[config.mk]
export PLATFORM = sky130hd
export DESIGN_NAME = key_mode_ctrl_flat
export DESIGN_NICKNAME = d
export VERILOG_FILES = /design/src/rtl/key_mode_ctrl_if.sv /design/src/rtl/key_mode_ctrl.sv /design/src/flat_wrapper.sv
export SDC_FILE = /design/constraint.sdc
export NUM_CORES = 1
export LEC_CHECK = 0
export CAP_MARGIN = 20
export CORE_MARGIN = 10
export CORE_UTILIZATION = 50
export CTS_CLUSTER_SIZE = 16
export DETAILED_ROUTE_END_ITERATION = 6
export PLACE_DENSITY = 0.69
export SYNTH_ARGS = -nofsm -noshare
export SYNTH_HDL_FRONTEND = slang
export SYNTH_SLANG_ARGS = --single-unit
export TNS_END_PERCENT = 100
[constraint.sdc]
create_clock -name sys_clk -period 2.25 [get_ports sys_clk]
set_input_delay 0.675 -clock sys_clk [delete_from_list [all_inputs] [get_ports sys_clk]]
set_output_delay 0.675 -clock sys_clk [all_outputs]
set_load 0.03 [all_outputs]
[src/rtl/key_mode_ctrl_if.sv]
// Button-to-mode-select bundle: raw key pins in, one-hot mode, index and change strobe out.
interface key_mode_ctrl_if #(
  parameter int NUM_MODES = 3
);
  localparam int IW = $clog2(NUM_MODES);

  logic                 key_next;
  logic                 key_prev;
  logic [NUM_MODES-1:0] change_en;
  logic [IW-1:0]        mode_idx;
  logic                 mode_chg;

  modport master (output key_next, key_prev, input change_en, mode_idx, mode_chg);
  modport slave  (input key_next, key_prev, output change_en, mode_idx, mode_chg);
endinterface

[src/rtl/key_mode_ctrl.sv]
// Push-button mode selector: debounces next/prev keys, steps a one-hot mode with
// wrap-around, auto-repeats held keys and returns to RESET_MODE on a two-key chord.
module key_mode_ctrl #(
  parameter int NUM_MODES      = 3,
  parameter int RESET_MODE     = 2,
  parameter int DEBOUNCE_CNT   = 500000,
  parameter int LONG_CNT       = 25000000,
  parameter int REPEAT_CNT     = 5000000,
  parameter bit REPEAT_EN      = 1'b1,
  parameter bit KEY_ACTIVE_LOW = 1'b1
) (
  input  logic           sys_clk,
  input  logic           sys_rst_n,
  key_mode_ctrl_if.slave bus
);
  localparam int IW = $clog2(NUM_MODES);
  localparam int HW = $clog2(LONG_CNT + 1);
  localparam logic [HW-1:0]        DEB_H    = HW'(DEBOUNCE_CNT);
  localparam logic [HW-1:0]        LONG_H   = HW'(LONG_CNT);
  // Reload so that successive repeats land exactly REPEAT_CNT cycles apart.
  localparam logic [HW-1:0]        RELOAD_H = HW'(LONG_CNT - REPEAT_CNT + 1);
  localparam logic [IW-1:0]        RST_IDX  = IW'(RESET_MODE);
  localparam logic [IW-1:0]        LAST_IDX = IW'(NUM_MODES - 1);
  localparam logic [NUM_MODES-1:0] RST_EN   = NUM_MODES'(1) << RESET_MODE;
  localparam logic [1:0]           PIN_IDLE = {2{KEY_ACTIVE_LOW}};

  typedef enum logic {ST_FREE, ST_LOCKED} lock_e;

  // Bit 0 is the next key, bit 1 the prev key.
  logic [1:0] w_pin, r_sync0, r_sync1, w_act, w_step, w_dn;

  assign w_pin = {bus.key_prev, bus.key_next};

  // NOTE: sequential state uses non-blocking assignments so every flop samples pre-edge values.
  always_ff @(posedge sys_clk or negedge sys_rst_n) begin
    if (!sys_rst_n) begin
      r_sync0 <= PIN_IDLE;
      r_sync1 <= PIN_IDLE;
    end else begin
      r_sync0 <= w_pin;
      r_sync1 <= r_sync0;
    end
  end

  assign w_act = r_sync1 ^ PIN_IDLE;

  for (genvar k = 0; k < 2; k++) begin : g_key
    logic [HW-1:0] r_hold;

    always_ff @(posedge sys_clk or negedge sys_rst_n) begin
      if (!sys_rst_n)                            r_hold <= '0;
      else if (!w_act[k])                        r_hold <= '0;
      else if (REPEAT_EN && (r_hold == LONG_H))  r_hold <= RELOAD_H;
      else if (r_hold < LONG_H)                  r_hold <= r_hold + 1'b1;
    end

    assign w_step[k] = (r_hold == DEB_H) || (REPEAT_EN && (r_hold == LONG_H));
    assign w_dn[k]   = (r_hold >= DEB_H);
  end

  lock_e r_state, w_state_next;
  logic  w_chord, w_release, w_entry, w_hold_off;

  assign w_chord   = &w_dn;
  assign w_release = ~|w_act;

  always_ff @(posedge sys_clk or negedge sys_rst_n) begin
    if (!sys_rst_n) r_state <= ST_FREE;
    else            r_state <= w_state_next;
  end

  // NOTE: every always_comb output gets a default first so no path can infer a latch.
  always_comb begin
    w_state_next = r_state;
    w_entry      = 1'b0;
    w_hold_off   = 1'b0;
    case (r_state)
      ST_FREE: begin
        if (w_chord) begin
          w_entry = 1'b1;
          if (!w_release) w_state_next = ST_LOCKED;
        end
      end
      ST_LOCKED: begin
        w_hold_off = 1'b1;
        if (w_release) w_state_next = ST_FREE;
      end
    endcase
  end

  logic [IW-1:0]        r_idx, w_idx_next;
  logic [NUM_MODES-1:0] r_en, w_en_next;
  logic                 r_chg;

  always_comb begin
    w_idx_next = r_idx;
    if (w_entry)                       w_idx_next = RST_IDX;
    else if (w_hold_off || (&w_step))  w_idx_next = r_idx;
    else if (w_step[0])                w_idx_next = (r_idx == LAST_IDX) ? '0 : r_idx + 1'b1;
    else if (w_step[1])                w_idx_next = (r_idx == '0) ? LAST_IDX : r_idx - 1'b1;
  end

  assign w_en_next = NUM_MODES'(1) << w_idx_next;

  always_ff @(posedge sys_clk or negedge sys_rst_n) begin
    if (!sys_rst_n) begin
      r_idx <= RST_IDX;
      r_en  <= RST_EN;
      r_chg <= 1'b0;
    end else begin
      r_idx <= w_idx_next;
      r_en  <= w_en_next;
      r_chg <= (w_idx_next != r_idx);
    end
  end

  assign bus.change_en = r_en;
  assign bus.mode_idx  = r_idx;
  assign bus.mode_chg  = r_chg;
endmodule

[src/flat_wrapper.sv]
// flat-port wrapper written by rule: the top's interface ports become plain ports
module key_mode_ctrl_flat 
#(
  parameter int NUM_MODES      = 3,
  parameter int RESET_MODE     = 2,
  parameter int DEBOUNCE_CNT   = 500000,
  parameter int LONG_CNT       = 25000000,
  parameter int REPEAT_CNT     = 5000000,
  parameter bit REPEAT_EN      = 1'b1,
  parameter bit KEY_ACTIVE_LOW = 1'b1
)
  (sys_clk, sys_rst_n, bus_key_next, bus_key_prev, bus_change_en, bus_mode_idx, bus_mode_chg);
  key_mode_ctrl_if #(.NUM_MODES(NUM_MODES)) bus_i ();
  input  logic sys_clk;
  input  logic sys_rst_n;
  input wire logic [$bits(bus_i.key_next)-1:0] bus_key_next;
  input wire logic [$bits(bus_i.key_prev)-1:0] bus_key_prev;
  output wire logic [$bits(bus_i.change_en)-1:0] bus_change_en;
  output wire logic [$bits(bus_i.mode_idx)-1:0] bus_mode_idx;
  output wire logic [$bits(bus_i.mode_chg)-1:0] bus_mode_chg;
  assign bus_i.key_next = bus_key_next;
  assign bus_i.key_prev = bus_key_prev;
  assign bus_change_en = bus_i.change_en;
  assign bus_mode_idx = bus_i.mode_idx;
  assign bus_mode_chg = bus_i.mode_chg;
  key_mode_ctrl #(.NUM_MODES(NUM_MODES), .RESET_MODE(RESET_MODE), .DEBOUNCE_CNT(DEBOUNCE_CNT), .LONG_CNT(LONG_CNT), .REPEAT_CNT(REPEAT_CNT), .REPEAT_EN(REPEAT_EN), .KEY_ACTIVE_LOW(KEY_ACTIVE_LOW)) u_core (.sys_clk(sys_clk), .sys_rst_n(sys_rst_n), .bus(bus_i));
endmodule
======== After elaboration in Yosys (flattened, before gate mapping) ========
Cells that the tools add are included.
word-level totals
  bits in writable memories ............... 0
  memory bits (read-only) ................. 0
  memories kept ........................... 0
  register bits after elaboration ......... 61
  latch bits .............................. 0
  input bits .............................. 4
operators by class
  add/subtract/negate cells ............... 4
  $lt $le $gt $ge ......................... 4
  reductions and logical operators ........ 7
  equality and inequality tests ........... 8
  multiplexer cells ....................... 18
  shift-type cells ........................ 1
  bitwise operators ....................... 2
  divide/modulo/power cells ............... 0
  multipliers ............................. 0
operator list
  kind                     count
  $mux W25                 6
  $add A25 B1 Y25 const B  2
  $eq A25 B19 Y1 const B   2
  $eq A25 B25 Y1 const B   2
  $ge A25 B19 Y1 const B   2
  $lt A25 B25 Y1 const B   2
  $mux W2                  6
  $ne A3 B3 Y1 const B     2
  $mux W1                  5
  $reduce_and A2 Y1        2
  $logic_or A1 B1 Y1       3
  $shl A1 B2 Y3 const A    1
  $add A2 B1 Y2 const B    1
  $eq A2 B2 Y1 const B     1
  $logic_not A2 Y1         1
  $ne A2 B2 Y1             1
  $not A2 Y2               1
  $pmux W1 S2              1
  $reduce_or A2 Y1         1
  $sub A2 B1 Y2 const B    1
  $not A1 Y1               1

======== Depth between registers and ports, before layout ========
Gate-level depths: netlist (run 1).
  word-level depth ........................ 7
  gate-level depth with buffers ........... 11

======== Least setup slack after synthesis (run 1) ========
Ideal clock, no wire load.
  kind .................................... flip-flop to flip-flop
  from .................................... reg u_core.g_key[0].r_hold[0]
  to ...................................... reg u_core.r_chg (netlist: u_core.bus.mode_chg)
  buffers on the path ..................... 1
  arrival time ............................ 2.301 ns
  stages on the path, launching flop included .. 11
  path slack .............................. -0.137 ns
  period minus slack after synthesis ...... 2.387 ns
  data required time ...................... 2.163 ns
  setup time .............................. 0.087 ns
  path through ............................ dfrtp_1 > inv_1 > ha_1 > nor4b_2 > nand4_1 > or3_1 > buf_6 > a211o_1 > o221a_1 > or3_1 > o211ai_1
on the way
  word-level cells in the longest chain between the ends .. 7
  elaborated cells on any way between the ends .. 13
  those cells by class .................... 1 x order compare; 3 x eq/ne; 5 x mux; 4 x reduce/logical
ends and longest elaborated chain
  element                                                                 RTL line              source
  start, declared                                                         key_mode_ctrl.sv:48   logic [HW-1:0] r_hold;
  start signal, assigned                                                  key_mode_ctrl.sv:54   else if (r_hold < LONG_H) r_hold <= r_hold + 1'b1;
  parallel branches: the longest is 5 deep, another holds $ge A25 B19 Y1  n/a
  $mux W2 *                                                               key_mode_ctrl.sv:97   if (w_entry) w_idx_next = RST_IDX;
  $ne A2 B2 Y1 *                                                          key_mode_ctrl.sv:113  r_chg <= (w_idx_next != r_idx);
  end signal, assigned                                                    key_mode_ctrl.sv:113
  end, declared                                                           key_mode_ctrl.sv:93   logic r_chg;
Mark *: on every way between the ends.
A chain may end at the register's enable or synchronous reset.

======== Worst setup path in the final report (run 1) ========
Ends and elaborated chain as after synthesis.

==> run_results.csv, run 1 <==
group,metric,value,unit
logic_synthesis,synth.net_count,385,
timing,layout_worst_path_cycle_share,106.0,%
layout,layout.cells.most_common,"buf_4",
timing,hold_viol,0,
worst_setup_path,cp-start-kind,"register",
layout,multi_input_area,0.001886,mm^2
global_route,grt_pass1_wl,14.41,mm
floorplanning,placeableCoreArea,0.006756,mm^2
worst_hold_path,worst_hold_path_type,"input pin to asynchronous set/reset pin",
global_route,via_count_of_the_first_global_routing_pass,3053,
timing,tightestPinTransition,0.5499,ns
detailed_routing,routed_wire_length_per_instance,16.17,um
clock_tree,cts.reportedPaths.clkPinSlew,0.08,ns
clock_tree,clockRootBuffer,"clkbuf_8",
clock_tree,cts.sink_count,61,
logic_synthesis,syn-instance-count,374,
place,place.port_buffers,9,
clock_tree,tritoncts_clock_tree,"yes",
floorplanning,num_rows,30,
place,placedInstanceArea,0.004108,mm^2
layout,area_growth,27.25,%
logic_synthesis,avgSynthCellArea,9.257,um^2
detailed_routing,first_pass_iters,5,
floorplanning,dieArea,0.01065,mm^2
place,place_hpwl,6.022,mm
layout,nNetsFinal,460,
detailed_routing,dr_drc_count,0,
timing,setup-violations-final,5,
logic_synthesis,yosys_register_bits,61,
layout,fill_cells,557,
timing,fin_setup_tns,-0.2498,ns
clock_tree,cts_htree_levels,3,
pwr,max_vdd_drop,0.3918,mV
timing,slew_headroom,63.34,%
global_route,antenna_found_initial,0,
detailed_routing,route.vias.total,3109,
worst_setup_path,worstSetupEndpointType,"register",
logic_synthesis,synth.mux.area_fraction,0,%
layout,final_layout_size_suffix_gt1_share,25.11,%
worst_setup_path,worstSetupPathType,"register to register",
pwr,power.leakage,1.984,nW
timing,clock_skew,0.01291,ns
logic_synthesis,synthesized_area_fraction_occupied_by_and_or_nand_nor_cells,29.24,%
logic_synthesis,synth.cell_area,0.003462,mm^2
timing,worst_hold_slack,0.3091,ns
detailed_routing,ant_nets,0,
global_route,grt_util_all_layers,17.06,%
floorplanning,ios,10,
place,globalplace.congestion,0.8976,
logic_synthesis,postSynth.topFlopCell,"dfrtp_1",
timing,postLayoutSetupSlackWorst,-0.1349,ns
detailed_routing,totalWireLength,8.634,mm
run_status,failing_checks,"setup timing",
pwr,pwr_density_cell,485.4,mW/mm^2
layout,most-common-layout-cells,"buf_4 (67), nor2_1 (56), dfrtp_1 (55)",
place,dp_worst_setup_slack,-0.1791,ns
clock_tree,clockBufferDepth,2,
worst_setup_path,worst_ep_required_time,2.51,ns
worst_setup_path,critical_path.max_fanout,4,
layout,layout_cell_area_excl_fill,0.004405,mm^2
global_route,globalRoute.totalOverflow,0,
timing,rsz0062_at_grt,"true",
floorplanning,initial_utilization,51.24,%
layout,post-route-util,65.20,%
clock_tree,clock_latency_on_the_worst_skew_pair,0.34,ns
logic_synthesis,ys_seq_area_share,44.31,%
logic_synthesis,yosys.area_share.xor_xnor,9.613,%
run_status,run_status,"complete, but fails checks",
detailed_routing,drt_iter0_markers,156,
logic_synthesis,synth_top_family_by_area,"simple AND/OR/NAND/NOR gates",
logic_synthesis,yosysWarningCount,0,
logic_synthesis,adder_and_majority_gate_portion_of_the_synthesized_area,2.530,%
clock_tree,cts_made_buffers,9,
global_route,grt_max_degree,40,
logic_synthesis,synth_compound_gate_area_share,10.99,%
detailed_routing,detail_route.vias_per_cell,5.822,
logic_synthesis,async_flop_share,100.0,%
logic_synthesis,number_of_flops_mapped_to_enable_cells_by_yosys,0,
floorplanning,chipHeight,103.2,um
logic_synthesis,yosys_cell_types,55,
timing,timing.final.max_slew_violations,0,
layout,antenna-diode-count,0,
timing,max_freq,419.3,MHz
flow_run,max_cap_violation_count,0,
worst_setup_path,critPathArrivalTime,2.64,ns
timing,period_minus_slack,2.385,ns
floorplanning,fp.dieW,103.2,um
layout,layout.area.seq,0.001534,mm^2
==> cell usage after synthesis (4+ instances only) <==
cell type	instances	area share, %
a211oi_1	4	0.87
a21oi_1	13	1.9
and2_1	9	1.6
and3_1	14	2.5
and4_1	4	1.0
clkbuf_1	13	1.4
dfrtp_1	55	40
dfstp_2	6	4.6
ha_1	7	2.5
inv_1	10	1.1
nand2_1	20	2.2
nand3_1	11	1.6
nand4_1	28	5.1
nor2_1	58	6.3
nor3_1	12	1.7
nor4_1	4	0.72
o211ai_1	4	0.87
o21ai_0	9	1.3
or3_1	8	1.4
xnor2_1	10	2.5
xor2_1	28	7.1
==> cell type report <==
| type | count | area share (%) |
|---|---|---|
| Timing Repair Buffer | 81 | 15.25 |
| Tap cell | 80 | 2.272 |
| Inverter | 11 | 0.9372 |
| Multi-Input combinational cell | 285 | 42.80 |
| Clock buffer | 14 | 3.692 |
| Clock inverter | 2 | 0.2272 |
| Sequential cell | 61 | 34.82 |
==> worst max-delay path, cell delays in order (launching register included) <==
cell	delay [ns]
dfrtp_1	0.40
inv_2	0.08
ha_4	0.13
nor4b_4	0.22
nand4_1	0.13
or3_1	0.34
a211o_1	0.32
o221a_1	0.28
or3_1	0.31
o211ai_1	0.08
==> flip-flops by register name, indices dropped and copies added, names as in the netlist <==
signal and cells:
u_core.r_sync1 2, u_core.bus.change_en 3, u_core.r_state 1, u_core.g_key.r_hold 50
u_core.bus.mode_idx 2, u_core.bus.mode_chg 1, u_core.r_sync0 2
==> per-stage QoR <==
step | instances | power [W]
global route | 534 | 0.002216
CTS | 529 | 0.002147
finish | 534 | 0.002139
global placement | 511 | 0.001261
detailed placement | 511 | 0.001265
floorplan | 374 | 0.001189
==> power breakdown <==
part | total [W] | internal [W] | switching (W)
clock | 0.000884 | 0.000458 | 0.000426
sequential | 0.00113 | 0.00111 | 0.0000146
combinational | 0.000127 | 0.0000591 | 0.0000683
==> routing by layer <==
| layer | up-vias | track usage (%) | part of all wire, % |
|---|---|---|---|
| li1 | 1497 | - | - |
| met1 | 1494 | 22.82 | 46 |
| met2 | 96 | 26.47 | 47 |
| met3 | 22 | 2.724 | 4.8 |
| met4 | 0 | 7.914 | 1.8 |
| met5 | - | 0 | 0 |
==> cell families (layout without fill, tap and decap cells) <==
group | count (synthesis) | in the layout
buffers and inverters | 28 | 108
XOR/XNOR | 38 | 38
flip-flops | 61 | 61
AND/OR/NAND/NOR | 187 | 187
adder cells (fa/ha/maj) | 7 | 7
AO/OA/AOI/OAI | 53 | 53
==> repair_timing <==
action,in CTS,in global routing
setup buffers,2,5
pin swaps,6,8
resized for setup,2,16
endpoints found under the setup margin,6,22
hold buffers,0,0
==> final timing paths <==
check | start | endpoint | slack (ns) | depth (start not counted)
max in group asynchronous | sys_rst_n | u_core.r_sync0[0]$_DFF_PN1_ | 1.27 | 2
min in group sys_clk | u_core.r_sync0[1]$_DFF_PN1_ | u_core.r_sync1[1]$_DFF_PN1_ | 0.35 | 0
setup / recovery | u_core.g_key[0].r_hold[0]$_DFFE_PN0P_ | u_core.bus.mode_chg$_DFF_PN0_ | -0.13 | 9
hold / removal | sys_rst_n | u_core.g_key[1].r_hold[3]$_DFFE_PN0P_ | 0.31 | 1
setup reg to reg | u_core.g_key[0].r_hold[0]$_DFFE_PN0P_ | u_core.bus.mode_chg$_DFF_PN0_ | -0.13 | 9
hold reg to reg | u_core.r_sync0[1]$_DFF_PN1_ | u_core.r_sync1[1]$_DFF_PN1_ | 0.35 | 0
(Power assumes the default switching activity.)
==> run 2: changes to the inputs <==
Settings changed: ABC_AREA from default to 1.
==> run 2 against run 1 <==
  * The run ends with DRC left
  * Worst setup slack gained 0.18 ns
  * Fmax increased by 8.1%
  * Clock power grew 32%
==> run_results.csv, run 2 <==
group,metric,value,unit
logic_synthesis,yosysWarningCount,0,
worst_setup_path,worstSetupEndpointType,"primary output",
layout,instances_no_fill,818,
timing,period_minus_slack,2.206,ns
place,place.port_buffers,9,
detailed_routing,drt_iter0_markers,458,
worst_setup_path,crit_cells,1,
detailed_routing,routed_wire_length_per_instance,16.73,um
clock_tree,clock_latency_on_the_worst_skew_pair,0.35,ns
timing,setup-violations-final,0,
logic_synthesis,synth.mux.area_fraction,0,%
logic_synthesis,postSynth.topFlopCell,"dfrtp_1",
logic_synthesis,adder_and_majority_gate_portion_of_the_synthesized_area,1.898,%
logic_synthesis,yosys_register_bits,61,
timing,tightestPinTransition,0.5383,ns
pwr,pwr_density_cell,465.1,mW/mm^2
worst_setup_path,crit_start,"u_core.bus.change_en[2]$_DFF_PN1_",
worst_setup_path,worst_ep_required_time,1.57,ns
logic_synthesis,yosys_cell_types,43,
pwr,combinationalPowerShare,5.1,%
clock_tree,cts.sink_count,61,
floorplanning,chipHeight,116.1,um
worst_setup_path,critPathArrivalTime,1.53,ns
layout,area_growth,12.71,%
global_route,grt_max_degree,25,
run_status,run_status,"complete, but fails checks",
logic_synthesis,async_flop_share,100.0,%
layout,register_containing_the_most_flip_flops_in_the_final_layout,"u_core.g_key.r_hold",
layout,most-common-layout-cells,"nand2_1 (155), nor2_1 (98), inv_1 (72)",
clock_tree,cts_htree_levels,3,
global_route,via_count_of_the_first_global_routing_pass,4384,
worst_setup_path,crit_slowest_cell,"clkdlybuf4s50_1",
logic_synthesis,yosys.area_share.xor_xnor,4.175,%
worst_setup_path,cp-start-kind,"register",
global_route,grt_util_all_layers,21.37,%
floorplanning,fp.dieW,116.1,um
logic_synthesis,synth_area_leaders,"dfrtp_1 (30%), nand2_1 (13%), nor2_1 (8.0%)",
pwr,total_power,0.002420,W
pwr,intPower,0.001815,W
worst_setup_path,r2r_setup_slack,0.20,ns
pwr,p_clk_share,48.5,%
global_route,grt_pass1_wl,22.52,mm
timing,rsz0062_at_grt,"false",
timing,slew_headroom,64.11,%
place,place_hpwl,10.99,mm
detailed_routing,ant_nets,0,
timing,timing.final.max_slew_violations,0,
timing,layout_worst_path_cycle_share,98.06,%
detailed_routing,first_pass_iters,7,
logic_synthesis,number_of_flops_mapped_to_enable_cells_by_yosys,0,
logic_synthesis,synth.cell_area,0.004616,mm^2
place,globalplace.congestion,1.053,
floorplanning,num_rows,35,
worst_setup_path,ff2ff_path_depth,13,
place,placed_cells_incl_taps,802,
floorplanning,dieArea,0.01347,mm^2
global_route,antenna_found_initial,0,
pwr,power.leakage,2.257,nW
detailed_routing,dr_drc_count,1,
timing,fin_setup_tns,0,ns
timing,max_freq,453.2,MHz
logic_synthesis,syn-instance-count,671,
logic_synthesis,synth.largest_area_cell,"dfrtp_1",
worst_setup_path,timing.rr.start,"u_core.g_key[1].r_hold[10]$_DFFE_PN0P_",
worst_setup_path,regToRegEndpoint,"u_core.g_key[1].r_hold[11]$_DFFE_PN0P_",
global_route,globalRoute.totalOverflow,0,
worst_setup_path,worstSetupPathType,"register to primary output",
floorplanning,ios,10,
worst_setup_path,critPathCapture,"bus_change_en[2]",
worst_hold_path,worst_hold_path_type,"input pin to asynchronous set/reset pin",
pwr,netSwitchingPower,0.0006041,W
logic_synthesis,avgSynthCellArea,6.879,um^2
run_status,failing_checks,"DRC",
logic_synthesis,synthMostInstantiatedCell,"nand2_1",
timing,hold_viol,0,
layout,fill_cells,890,
logic_synthesis,synth.net_count,682,
detailed_routing,totalWireLength,13.69,mm
timing,clock_skew,0.01206,ns
layout,layout.cells.most_common,"nand2_1",
pwr,power.share.switching,24.97,%
clock_tree,cts_setup_buffers,0,
clock_tree,cts.reportedPaths.clkPinSlew,0.08,ns
floorplanning,placeableCoreArea,0.009109,mm^2
clock_tree,tritoncts_clock_tree,"yes",
worst_setup_path,critical-path-top-delay-family,"buffers and inverters",
logic_synthesis,synth_top_family_by_area,"simple AND/OR/NAND/NOR gates",
logic_synthesis,synth_compound_gate_area_share,9.244,%
pwr,max_vdd_drop,0.2963,mV
logic_synthesis,synthesized_area_fraction_occupied_by_and_or_nand_nor_cells,41.75,%
flow_run,max_cap_violation_count,0,
detailed_routing,detail_route.vias_per_cell,5.597,
logic_synthesis,most_numerous_cell_types_in_the_synthesized_netlist,"nand2_1 (155), nor2_1 (98), inv_1 (72)",
pwr,power_frac_seq,46.4,%
layout,largest_reg_flops,50,
timing,worst_hold_slack,0.3000,ns
worst_setup_path,crit_path_cell_trace,"clkdlybuf4s50_1",
detailed_routing,route.vias.total,4578,
layout,nNetsFinal,713,
worst_setup_path,critical_path.max_fanout,1,
clock_tree,cts_made_buffers,9,
clock_tree,ctsHoldBuffers,0,
layout,antenna-diode-count,0,
worst_setup_path,max_stage_delay,0.66,ns
floorplanning,initial_utilization,50.67,%
logic_synthesis,ys_seq_area_share,33.23,%
logic_synthesis,synth_top_cell_area_share,29.82,%
clock_tree,clockBufferDepth,2,
layout,final_layout_size_suffix_gt1_share,16.83,%
worst_setup_path,worst-path-buf-inv,1,
clock_tree,clockRootBuffer,"clkbuf_8",
## run 2: metal layers
metal / track usage (%) / wire length (um) / up-vias
met5: 0 / 0 / -
li1: - / - / 2233
met2: 33.37 / 6146 / 170
met4: 8.340 / 358 / 0
met1: 28.20 / 6172 / 2148
met3: 4.555 / 1009 / 27
## run 2: cells by family (layout without fill, tap and decap cells)
kind of cell             after synthesis  after routing
AND/OR/NAND/NOR                      407            407
buffers and inverters                103            139
AO/OA/AOI/OAI                         71             71
flip-flops                            61             61
XOR/XNOR                              22             22
adder cells (fa/ha/maj)                7              7
## run 2: worst min path at each step
stage / depth (start not counted) / endpoint / start / slack, ns
6_report: 1 / u_core.g_key[0].r_hold[5]$_DFFE_PN0P_ / sys_rst_n / 0.30
5_1_grt: 1 / u_core.g_key[0].r_hold[10]$_DFFE_PN0P_ / sys_rst_n / 0.33
4_1_cts: 1 / u_core.bus.change_en[1]$_DFF_PN0_ / sys_rst_n / 0.31
3_5_place_dp: 0 / u_core.r_sync1[0]$_DFF_PN1_ / u_core.r_sync0[0]$_DFF_PN1_ / 0.35
3_3_place_gp: 0 / u_core.r_sync1[1]$_DFF_PN1_ / u_core.r_sync0[1]$_DFF_PN1_ / 0.35
2_1_floorplan: 0 / u_core.r_sync1[0]$_DFF_PN1_ / u_core.r_sync0[0]$_DFF_PN1_ / 0.35
## run 2: what timing repair did
action,in CTS,in global routing
cloned,0,0
gates resized for setup,1,1
hold endpoints to repair,0,0
endpoints found under the setup margin,1,1
## run 2: power groups by stage
stage | Clock, W | Sequential, W | Combinational (W)
3_5_place_dp | 0 | 0.00114 | 0.000125
6_report | 0.00117 | 0.00112 | 0.000124
2_1_floorplan | 0 | 0.00114 | 0.0000543
4_1_cts | 0.00118 | 0.00112 | 0.000125
5_1_grt | 0.00124 | 0.00112 | 0.000141
3_3_place_gp | 0 | 0.00114 | 0.000123
## run 2: through the flow
stage                     util [%]  cell area (um^2)  setup slack [ns]
final                        57.12              5202           0.04360
after global routing         57.12              5202          0.004030
after CTS                    57.06              5197           0.02769
after detailed placement     54.53              4967            0.1444
after global placement       54.53              4967            0.1729
after floorplan                  -              4616            0.4369
## run 2: area by class of cell
cell class	count	area [um^2]	area share (%)
clock buffer	10	137.6	2.646
clock inverter	6	93.84	1.804
inverter	86	327.8	6.301
multi-input combinational	507	2639	50.72
sequential	61	1534	29.49
tap	111	138.9	2.670
timing repair buffer	37	331.6	6.373
